**config.mk**
```make
export PLATFORM = sky130hd
export DESIGN_NAME = mem_writeback_stage
export DESIGN_NICKNAME = d
export VERILOG_FILES = /design/src/rtl/mem_writeback_stage.sv
export SDC_FILE = /design/constraint.sdc
export NUM_CORES = 1
export LEC_CHECK = 0
export ABC_AREA = 1
export CAP_MARGIN = 20
export CORE_MARGIN = 3
export CORE_UTILIZATION = 39
export CTS_CLUSTER_SIZE = 40
export DETAILED_ROUTE_END_ITERATION = 16
export PLACE_DENSITY = 0.91
export SKIP_CTS_REPAIR_TIMING = 1
export SLEW_MARGIN = 5
export SYNTH_ARGS = -nofsm -noshare
export SYNTH_HDL_FRONTEND = slang
export SYNTH_SLANG_ARGS = --single-unit
```
**constraint.sdc**
```tcl
create_clock -name clk -period 1.7 [get_ports clk]
set_input_delay 0.17 -clock clk [delete_from_list [all_inputs] [get_ports clk]]
set_output_delay 0.17 -clock clk [all_outputs]
set_load 0.02 [all_outputs]
```
**src/rtl/mem_writeback_stage.sv**
```systemverilog
// Memory/writeback back end: issues data-memory loads/stores over req/ack, selects the
// register-file writeback value and stalls upstream while an access is outstanding.
module mem_writeback_stage #(
   parameter int         DBITS       = 32,
   parameter int         IDX_BITS    = 4,
   parameter int         MEM_TIMEOUT = 255,
   parameter logic [1:0] SEL_ALU     = 2'd0,
   parameter logic [1:0] SEL_MEM     = 2'd1,
   parameter logic [1:0] SEL_PC      = 2'd2,
   parameter logic [1:0] SEL_SYS     = 2'd3
) (
   input  logic                clk,
   input  logic                reset,
   input  logic [IDX_BITS-1:0] inWrtIndex,
   input  logic                inRegWrEn,
   input  logic [1:0]          inMulSel,
   input  logic [DBITS-1:0]    inAluOut,
   input  logic [DBITS-1:0]    inData2Out,
   input  logic [DBITS-1:0]    inPC,
   input  logic [DBITS-1:0]    inSysDataOut,
   input  logic                inIsLoad,
   input  logic                inIsStore,
   output logic                memReq,
   output logic                memWe,
   output logic [DBITS-1:0]    memAddr,
   output logic [DBITS-1:0]    memWdata,
   input  logic                memAck,
   input  logic [DBITS-1:0]    memRdata,
   output logic                memStall,
   output logic                memErr,
   output logic                wbWrEn,
   output logic [IDX_BITS-1:0] wbIndex,
   output logic [DBITS-1:0]    wbData,
   output logic                fwdValid,
   output logic [IDX_BITS-1:0] fwdIndex,
   output logic [DBITS-1:0]    fwdData
);

   typedef enum logic [1:0] {S_IDLE, S_REQ, S_DONE} state_t;

   localparam logic [7:0] TO_LAST = 8'(MEM_TIMEOUT - 1);

   state_t                r_state, w_next;
   logic [7:0]            r_cnt;
   logic                  r_ld, r_rwe;
   logic [IDX_BITS-1:0]   r_idx;
   logic                  r_memReq, r_memWe, r_memErr, r_wbWrEn;
   logic [DBITS-1:0]      r_memAddr, r_memWdata, r_wbData;
   logic [IDX_BITS-1:0]   r_wbIndex;

   logic                  w_memOp, w_aligned, w_timeout;
   logic [DBITS-1:0]      w_wbSel;

   assign w_memOp   = inIsLoad | inIsStore;
   assign w_aligned = (inAluOut[1:0] == 2'b00);
   assign w_timeout = (r_cnt == TO_LAST);

   always_comb begin
      w_wbSel = '0;
      case (inMulSel)
         SEL_ALU: w_wbSel = inAluOut;
         SEL_MEM: w_wbSel = '0;   // load data never comes through this path
         SEL_PC:  w_wbSel = inPC;
         SEL_SYS: w_wbSel = inSysDataOut;
         default: w_wbSel = '0;
      endcase
   end

   always_ff @(posedge clk) begin
      if (reset) r_state <= S_IDLE;
      else       r_state <= w_next;
   end

   always_comb begin
      w_next = r_state;
      case (r_state)
         S_IDLE:  if (w_memOp && w_aligned) w_next = S_REQ;
         S_REQ:   if (memAck || w_timeout) w_next = S_DONE;
         S_DONE:  w_next = S_IDLE;
         default: w_next = S_IDLE;
      endcase
   end

   always_ff @(posedge clk) begin
      if (reset) begin
         r_cnt      <= '0;
         r_ld       <= 1'b0;
         r_rwe      <= 1'b0;
         r_idx      <= '0;
         r_memReq   <= 1'b0;
         r_memWe    <= 1'b0;
         r_memAddr  <= '0;
         r_memWdata <= '0;
         r_memErr   <= 1'b0;
         r_wbWrEn   <= 1'b0;
         r_wbIndex  <= '0;
         r_wbData   <= '0;
      end else begin
         r_memErr <= 1'b0;
         case (r_state)
            S_IDLE: begin
               if (!w_memOp) begin
                  r_wbWrEn  <= inRegWrEn;
                  r_wbIndex <= inWrtIndex;
                  r_wbData  <= w_wbSel;
               end else if (!w_aligned) begin
                  // back-to-back misaligned ops must not stretch the pulse
                  r_memErr <= ~r_memErr;
                  r_wbWrEn <= 1'b0;
               end else begin
                  r_memReq   <= 1'b1;
                  r_memWe    <= inIsStore;
                  r_memAddr  <= inAluOut;
                  r_memWdata <= inData2Out;
                  r_ld       <= inIsLoad & ~inIsStore;
                  r_rwe      <= inRegWrEn;
                  r_idx      <= inWrtIndex;
                  r_cnt      <= '0;
                  r_wbWrEn   <= 1'b0;
               end
            end
            S_REQ: begin
               if (memAck) begin
                  r_memReq <= 1'b0;
                  if (r_ld) begin
                     r_wbWrEn  <= r_rwe;
                     r_wbIndex <= r_idx;
                     r_wbData  <= memRdata;
                  end else begin
                     r_wbWrEn <= 1'b0;
                  end
               end else if (w_timeout) begin
                  r_memReq <= 1'b0;
                  r_memErr <= 1'b1;
                  r_wbWrEn <= 1'b0;
               end else begin
                  r_cnt <= r_cnt + 8'd1;
               end
            end
            default: r_wbWrEn <= 1'b0;
         endcase
      end
   end

   always_comb begin
      memStall = ((r_state == S_IDLE) && w_memOp && w_aligned) || (r_state == S_REQ);
      fwdValid = r_wbWrEn;
      fwdIndex = r_wbIndex;
      fwdData  = r_wbData;
   end

   assign memReq   = r_memReq;
   assign memWe    = r_memWe;
   assign memAddr  = r_memAddr;
   assign memWdata = r_memWdata;
   assign memErr   = r_memErr;
   assign wbWrEn   = r_wbWrEn;
   assign wbIndex  = r_wbIndex;
   assign wbData   = r_wbData;

endmodule

```
* Word-level counts from Yosys, hierarchy flattened
Cells that the tools add are included.
Word-level totals: register bits after elaboration 120, bits of input ports 172, output and inout bits 142, word-level logic and storage cells 78
Cells by class: add/subtract/negate cells 1, eq/ne operators 15, muxes and demuxes 31, bitwise operators 4, reductions and logical operators 14
Operators with widths (number):
- $pmux W32 S4 | 1
- $mux W32 | 3
- $pmux W32 S2 | 1
- $mux W8 | 4
- $ne A2 B2 Y1 const B | 9
- $pmux W8 S2 | 1
- $mux W4 | 3
- $mux W1 | 11
- $add A8 B1 Y8 const B | 1
- $eq A8 B8 Y1 const B | 1
- $pmux W4 S2 | 1
- $reduce_and A4 Y1 | 2
- $logic_not A2 Y1 | 3
- $pmux W1 S2 | 3
- $reduce_and A5 Y1 | 1
- $eq A2 B1 Y1 const B | 2
- $eq A2 B2 Y1 const B | 2
- $mux W2 | 2
- $pmux W2 S2 | 1
- $logic_and A1 B1 Y1 | 3
- $ne A3 B3 Y1 const B | 1
- $reduce_and A3 Y1 | 1
- $logic_or A1 B1 Y1 | 2
- $not A1 Y1 | 2
- other kinds (4) | 4

* Longest topological paths before layout
Gate-level depths: netlist of run 1.
depth in word-level cells 4, mapped depth 11, depth with buffers taken out 10

* Least setup slack after synthesis of run 1
OpenSTA, ideal clock, no wires.
kind reg-to-reg, start point reg r_cnt[0], end point reg r_cnt[5], setup time 114 ps, data arrival time 1209 ps, data required time 1586 ps, path slack 377 ps, stages on the path, launching flop included 11, path buffers 1, period minus slack after synthesis 1323 ps, cell sequence dfxtp_1 inv_1 ha_1 inv_1 nor2_1 nand2_2 nand2_4 nand2_2 buf_6 a21oi_1 nor2_1
Between the ends: cells in the longest elaborated chain, start to end 4, elaborated cells between the ends (all ways) 7, classes of those cells 1 x add/sub; 2 x eq/ne; 3 x mux; 1 x reduce/logical
Ends and longest elaborated chain:
- start: declaration | line 44 | logic [7:0] r_cnt;
- start signal: assignment | line 137 | r_cnt <= r_cnt + 8'd1;
- $add A8 B1 Y8 | line 137
- $mux W8 | line 132 | end else if (w_timeout) begin
- $mux W8 | line 123 | if (memAck) begin
- $pmux W8 S2 | line 100 | case (r_state)
Parallel ways exist; a longest one is shown, timed or not. The select of a mux whose other input is x is not followed. A chain may end at the register's enable or synchronous reset.

* Final worst setup path of run 1
start point reg r_wbData[31], in the netlist fwdData[31], end point out fwdData[31]
RTL lines:
- start: declaration | line 48 | logic [DBITS-1:0] r_memAddr, r_memWdata, r_wbData;
- start signal: assignment | line 105 | r_wbData <= w_wbSel;
- start signal: assignment | line 128 | r_wbData <= memRdata;
- end: declaration | line 36 | output logic [DBITS-1:0] fwdData
No word-level cell between the ends.

==> flow_summary.toml, run 1 <==
[routing]
wire_per_inst_um = 16.8
ant_nets = 0
vias = 6511
first_pass_iters = 5
via_per_inst = 5.16
wirelength_um = 21200
drc = 0
drtIter0Drc = 494

[critical_path]
cp.required_ns = 1.53
crit_path_end_kind = "primary output"
cpLargestDelayFamily = "buffers and inverters"
crit_start = "fwdData[31]"
cp_slowest_cell = "clkdlybuf4s50_1"
critPathBufInv = 1
path_max_fanout = 3
path_cells = "clkdlybuf4s50_1"
worst-setup-path-type = "flip-flop to primary output"
r2r-start = "r_state[1]"
cpPeakStageDelay_ns = 0.65
start_kind = "flip-flop"
arrival_ns = 1.48

[sta]
post-route-period-util_pct = 97.1
finalSetupViolCount = 0
slew_viol_final = 0
min_period_ns = 1.65
rsz0062_at_grt = "false"
holdWs_ns = 0.345
slew_headroom_pct = 76.8
timing.fmax_mhz = 606
worstMarginPinSlew_ns = 0.348
skew_ns = 0.00556
finalHoldViolCount = 0

[final_layout]
most-common-layout-cells = "clkdlybuf4s50_1 (312), nand2_1 (162), nor2_1 (152)"
multi_input_area_um2 = 2620
final_common_cell = "clkdlybuf4s50_1"
regArea_um2 = 2400
finalNetCount = 1248
final_util_pct = 66.8
layout-drive-gt1-share_pct = 6.74
antenna_cells = 0
nFillCells = 1103
design_area_um2 = 9340
syn_to_final_growth_pct = 66.3

[placement]
io_buffers = 313
routabilityCongestion = 0.957
placed_cell_area_um2 = 8790
dp_hpwl_um = 15500

[synthesis]
avgSynthCellArea_um2 = 6.98
synthesis.nets = 979
ys_ff_latch = 120
syn_area_um2 = 5620
yosysTopAreaCell = "dfxtp_1"
syn_inst = 805
yosys_warnings = 0
netlist.area_leader.share_pct = 42.8
synthTopCellsByArea = "dfxtp_1 (43%), nand2_1 (11%), nor2_1 (10%)"
ys_types = 28
ys_seq_area_share_pct = 42.8

[global_route]
grt_overflow = 0
grt_pass1_vias = 6453
grt_start_max_net_pins = 56
grt_antenna_before_repair = 0
grt_usage_pct = 25.7
grt_pass1_wl_um = 32900

[floorplanning]
ioPinCount = 314
die_w_um = 126
core_area_um2 = 14000
start_util_pct = 40.2
die-area_um2 = 15900
num_rows = 43
fp.dieH_um = 126

[run]
drv_cap = 0

[clocking]
cts_tree = "yes"
cts.sinks = 120
path_clk_slew_ns = 0.06
htreeDepth = 4
cts-buffers-inserted = 17
root_buffer = "clkbuf_16"
clock_latency_ns = 0.41
clockBufferDepth = 2

[power_and_ir_drop]
ir_drop_uv = 728
p_total_mw = 8.45
leakage_nw = 3.94
cellPowerDensity_nw_per_um2 = 904

[outcome]
status = "finished, final reports clean"

[worst_hold_path]
hold_start = "inData2Out[11]"
min_path_type = "input pin to flip-flop"
==> tightest hold or removal path, delay by kind of cell <==
family | cells | cell delay [ns]
simple gates | 2 | 0.15
buf+inv | 1 | 0.40
==> flip-flops by register name, summed over array words and instances, names as in the netlist, 2 cells and up <==
register and flops:
r_idx 4, fwdIndex 4, fwdData 32, r_cnt 8
memWdata 32, r_state 2, memAddr 32
==> synth_stat cells <==
master / n
clkbuf_2: 3
a22oi_1: 32
buf_4: 40
o21a_1: 1
buf_6: 1
inv_1: 17
inv_2: 3
nand3_1: 44
nand2_2: 4
clkinv_1: 2
nand3b_1: 1
nand3_2: 1
o21bai_1: 1
nand2_1: 163
nor2_2: 4
nor2_1: 154
nor3_1: 2
o21ai_1: 38
nor2_4: 1
nand2_4: 2
o21ai_0: 72
or2_1: 1
clkbuf_1: 28
dfxtp_1: 120
ha_1: 2
buf_2: 19
a21oi_1: 48
o31a_1: 1
==> cell families (layout without fill, tap and decap cells) <==
logic type / Yosys count / after routing / synth area share, %
fa+ha+maj: 2 / 2 / 0.445
flops: 120 / 120 / 42.8
simple gates: 377 / 377 / 27.2
buf+inv: 113 / 391 / 10.8
compound gates: 193 / 193 / 18.8
==> cell type report <==
cell class,count,area share [%]
flip-flops and latches,120,25.7
inverters,22,0.884
repair buffers,341,37.0
multi-input cells,572,28.0
well taps,180,2.41
clock buffers,25,5.52
clock inverters,3,0.428
==> power breakdown <==
part / leakage [nW] / switching, mW / internal (mW)
registers: 0.985 / 0.125 / 3.00
clock network: 0.277 / 1.22 / 2.21
logic: 2.68 / 0.923 / 0.973
total: 3.94 / 2.27 / 6.18
==> per-stage QoR <==
stage          instances  worst slack, ns  TNS (ns)
5_1_grt             1263          0.00852         0
4_1_cts             1263           -0.286    -0.286
2_1_floorplan        805            0.377         0
6_report            1263           0.0495         0
3_5_place_dp        1235           -0.285     -2.78
3_3_place_gp        1235           -0.287     -2.08
==> final timing paths <==
kind / to / slack, ns / depth (start not counted)
max: fwdData[31] / 0.05 / 1
min: memWdata[11] / 0.35 / 3
max reg2reg: fwdData[1] / 0.15 / 5
min reg2reg: r_idx[3] / 0.45 / 2
==> metal layers <==
layer / up-vias / share of wire, % / GRT usage (%)
li1: 3140 / - / -
met1: 3017 / 39 / 29.6
met2: 318 / 50 / 44.8
met3: 36 / 8.5 / 7.59
met4: 0 / 2.3 / 10.2
met5: - / 0 / 0
(Power assumes the default switching activity.)
==> run 2, diff against run 1 <==
CORE_MARGIN = 2   (was 3)
==> flow_summary.toml, run 2 (same netlist as run 1, synthesis figures left out) <==
[sta]
timing.fmax_mhz = 600
holdWs_ns = 0.343
slew_headroom_pct = 66.9
worstMarginPinSlew_ns = 0.496
finalSetupViolCount = 0
skew_ns = 0.0110
finalHoldViolCount = 0
slew_viol_final = 0
min_period_ns = 1.67
rsz0062_at_grt = "false"
timing.setup.tns_ns = 0
post-route-period-util_pct = 98.0

[placement]
dp_hpwl_um = 15000
routabilityCongestion = 0.848
io_buffers = 313

[critical_path]
critPathBufInv = 1
ff2ff_setup_slack_ns = 0.18
crit_start = "fwdData[9]"
endpoint = "wbData[9]"
cp.required_ns = 1.53
reg2reg_depth = 5
r2r_end = "fwdData[15]"
start_kind = "flip-flop"
cp.depth = 1
path_cells = "clkdlybuf4s50_1"
r2r-start = "r_state[1]"
cpLargestDelayFamily = "buffers and inverters"
crit_path_end_kind = "primary output"
arrival_ns = 1.50
cpPeakStageDelay_ns = 0.66
cp_slowest_cell = "clkdlybuf4s50_1"
path_max_fanout = 3
worst-setup-path-type = "flip-flop to primary output"

[clocking]
cts_tree = "yes"
root_buffer = "clkbuf_16"
path_clk_slew_ns = 0.05
clock_latency_ns = 0.41
htreeDepth = 4
clockBufferDepth = 2
cts-buffers-inserted = 17
cts.sinks = 120

[global_route]
grt_pass1_wl_um = 31000
grt_antenna_before_repair = 0
grt_overflow = 0
grt_usage_pct = 26.3
grt_start_max_net_pins = 63
grt_pass1_vias = 6312

[final_layout]
final_common_cell = "clkdlybuf4s50_1"
antenna_cells = 0
nFillCells = 1093
finalNetCount = 1245
multi_input_area_um2 = 2630
final_util_pct = 67.0
most-common-layout-cells = "clkdlybuf4s50_1 (312), nand2_1 (162), nor2_1 (152)"
syn_to_final_growth_pct = 66.8
layout-drive-gt1-share_pct = 6.64
regArea_um2 = 2400

[routing]
via_per_inst = 5.17
ant_nets = 0
wire_per_inst_um = 16.5
vias = 6533
drc = 0
wirelength_um = 20900
drtIter0Drc = 524
first_pass_iters = 8

[floorplanning]
num_rows = 43
ioPinCount = 314
core_area_um2 = 14000
die_w_um = 124
start_util_pct = 40.2
die-area_um2 = 15400
fp.dieH_um = 124

[power_and_ir_drop]
ir_drop_uv = 744
leakage_nw = 3.94
cellPowerDensity_nw_per_um2 = 924

[outcome]
status = "finished, final reports clean"

[worst_hold_path]
min_path_type = "input pin to flip-flop"

[run]
drv_cap = 0
## run 2: cell types whose count changed in the layout (fill, tap and decap cells not counted), moves of 2 or more
cell       before  now
buf_4          19   15
bufinv_16       1    3
clkbuf_1        2    4
clkbuf_8        6    2
clkinv_2        2    5
## run 2: final cells by class
| class | instances | area share, % |
|---|---|---|
| clock buffers | 23 | 4.99 |
| clock inverters | 9 | 1.31 |
| inverters | 22 | 0.881 |
| multi-input cells | 572 | 28.0 |
| flip-flops and latches | 120 | 25.6 |
| well taps | 180 | 2.40 |
| repair buffers | 338 | 36.8 |
## run 2: per-layer routing
| layer | share of wire, % | global-route usage, % |
|---|---|---|
| met1 | 38 | 29.9 |
| met2 | 48 | 44.1 |
| met3 | 10 | 7.92 |
| met4 | 3.9 | 14.2 |
| met5 | 0 | 0 |
## run 2: worst min-delay path: stages
cell             delay [ns]
clkdlybuf4s50_1        0.40
nor2_1                 0.10
nor2_1                 0.05
## run 2: worst min path at each step
stage | startpoint | depth (start not counted) | slack, ns | end
3_5_place_dp | r_idx[0] | 2 | 0.44 | r_idx[0]
2_1_floorplan | reset | 1 | 0.24 | memReq
4_1_cts | inData2Out[26] | 3 | 0.32 | memWdata[26]
3_3_place_gp | r_idx[3] | 2 | 0.43 | r_idx[3]
5_1_grt | inData2Out[23] | 3 | 0.34 | memWdata[23]
6_report | inData2Out[15] | 3 | 0.34 | memWdata[15]
## run 2: report_power, final
group | switching [mW] | internal, mW | total (mW) | leakage (nW)
logic | 0.927 | 0.972 | 1.90 | 2.67
clock network | 1.27 | 2.37 | 3.64 | 0.291
registers | 0.120 | 3.00 | 3.12 | 0.985
## run 2: metrics by stage
| stage | power, mW | setup WS [ns] | instance area (um2) | std cells |
|---|---|---|---|---|
| floorplan | 4.04 | 0.377 | 5620 | 805 |
| global placement | 5.03 | -0.280 | 8780 | 1232 |
| CTS | 8.71 | -0.276 | 9370 | 1264 |
| global route | 9.02 | 0.0215 | 9370 | 1264 |
| detailed placement | 5.06 | -0.260 | 8780 | 1232 |
| finish | 8.66 | 0.0336 | 9370 | 1264 |
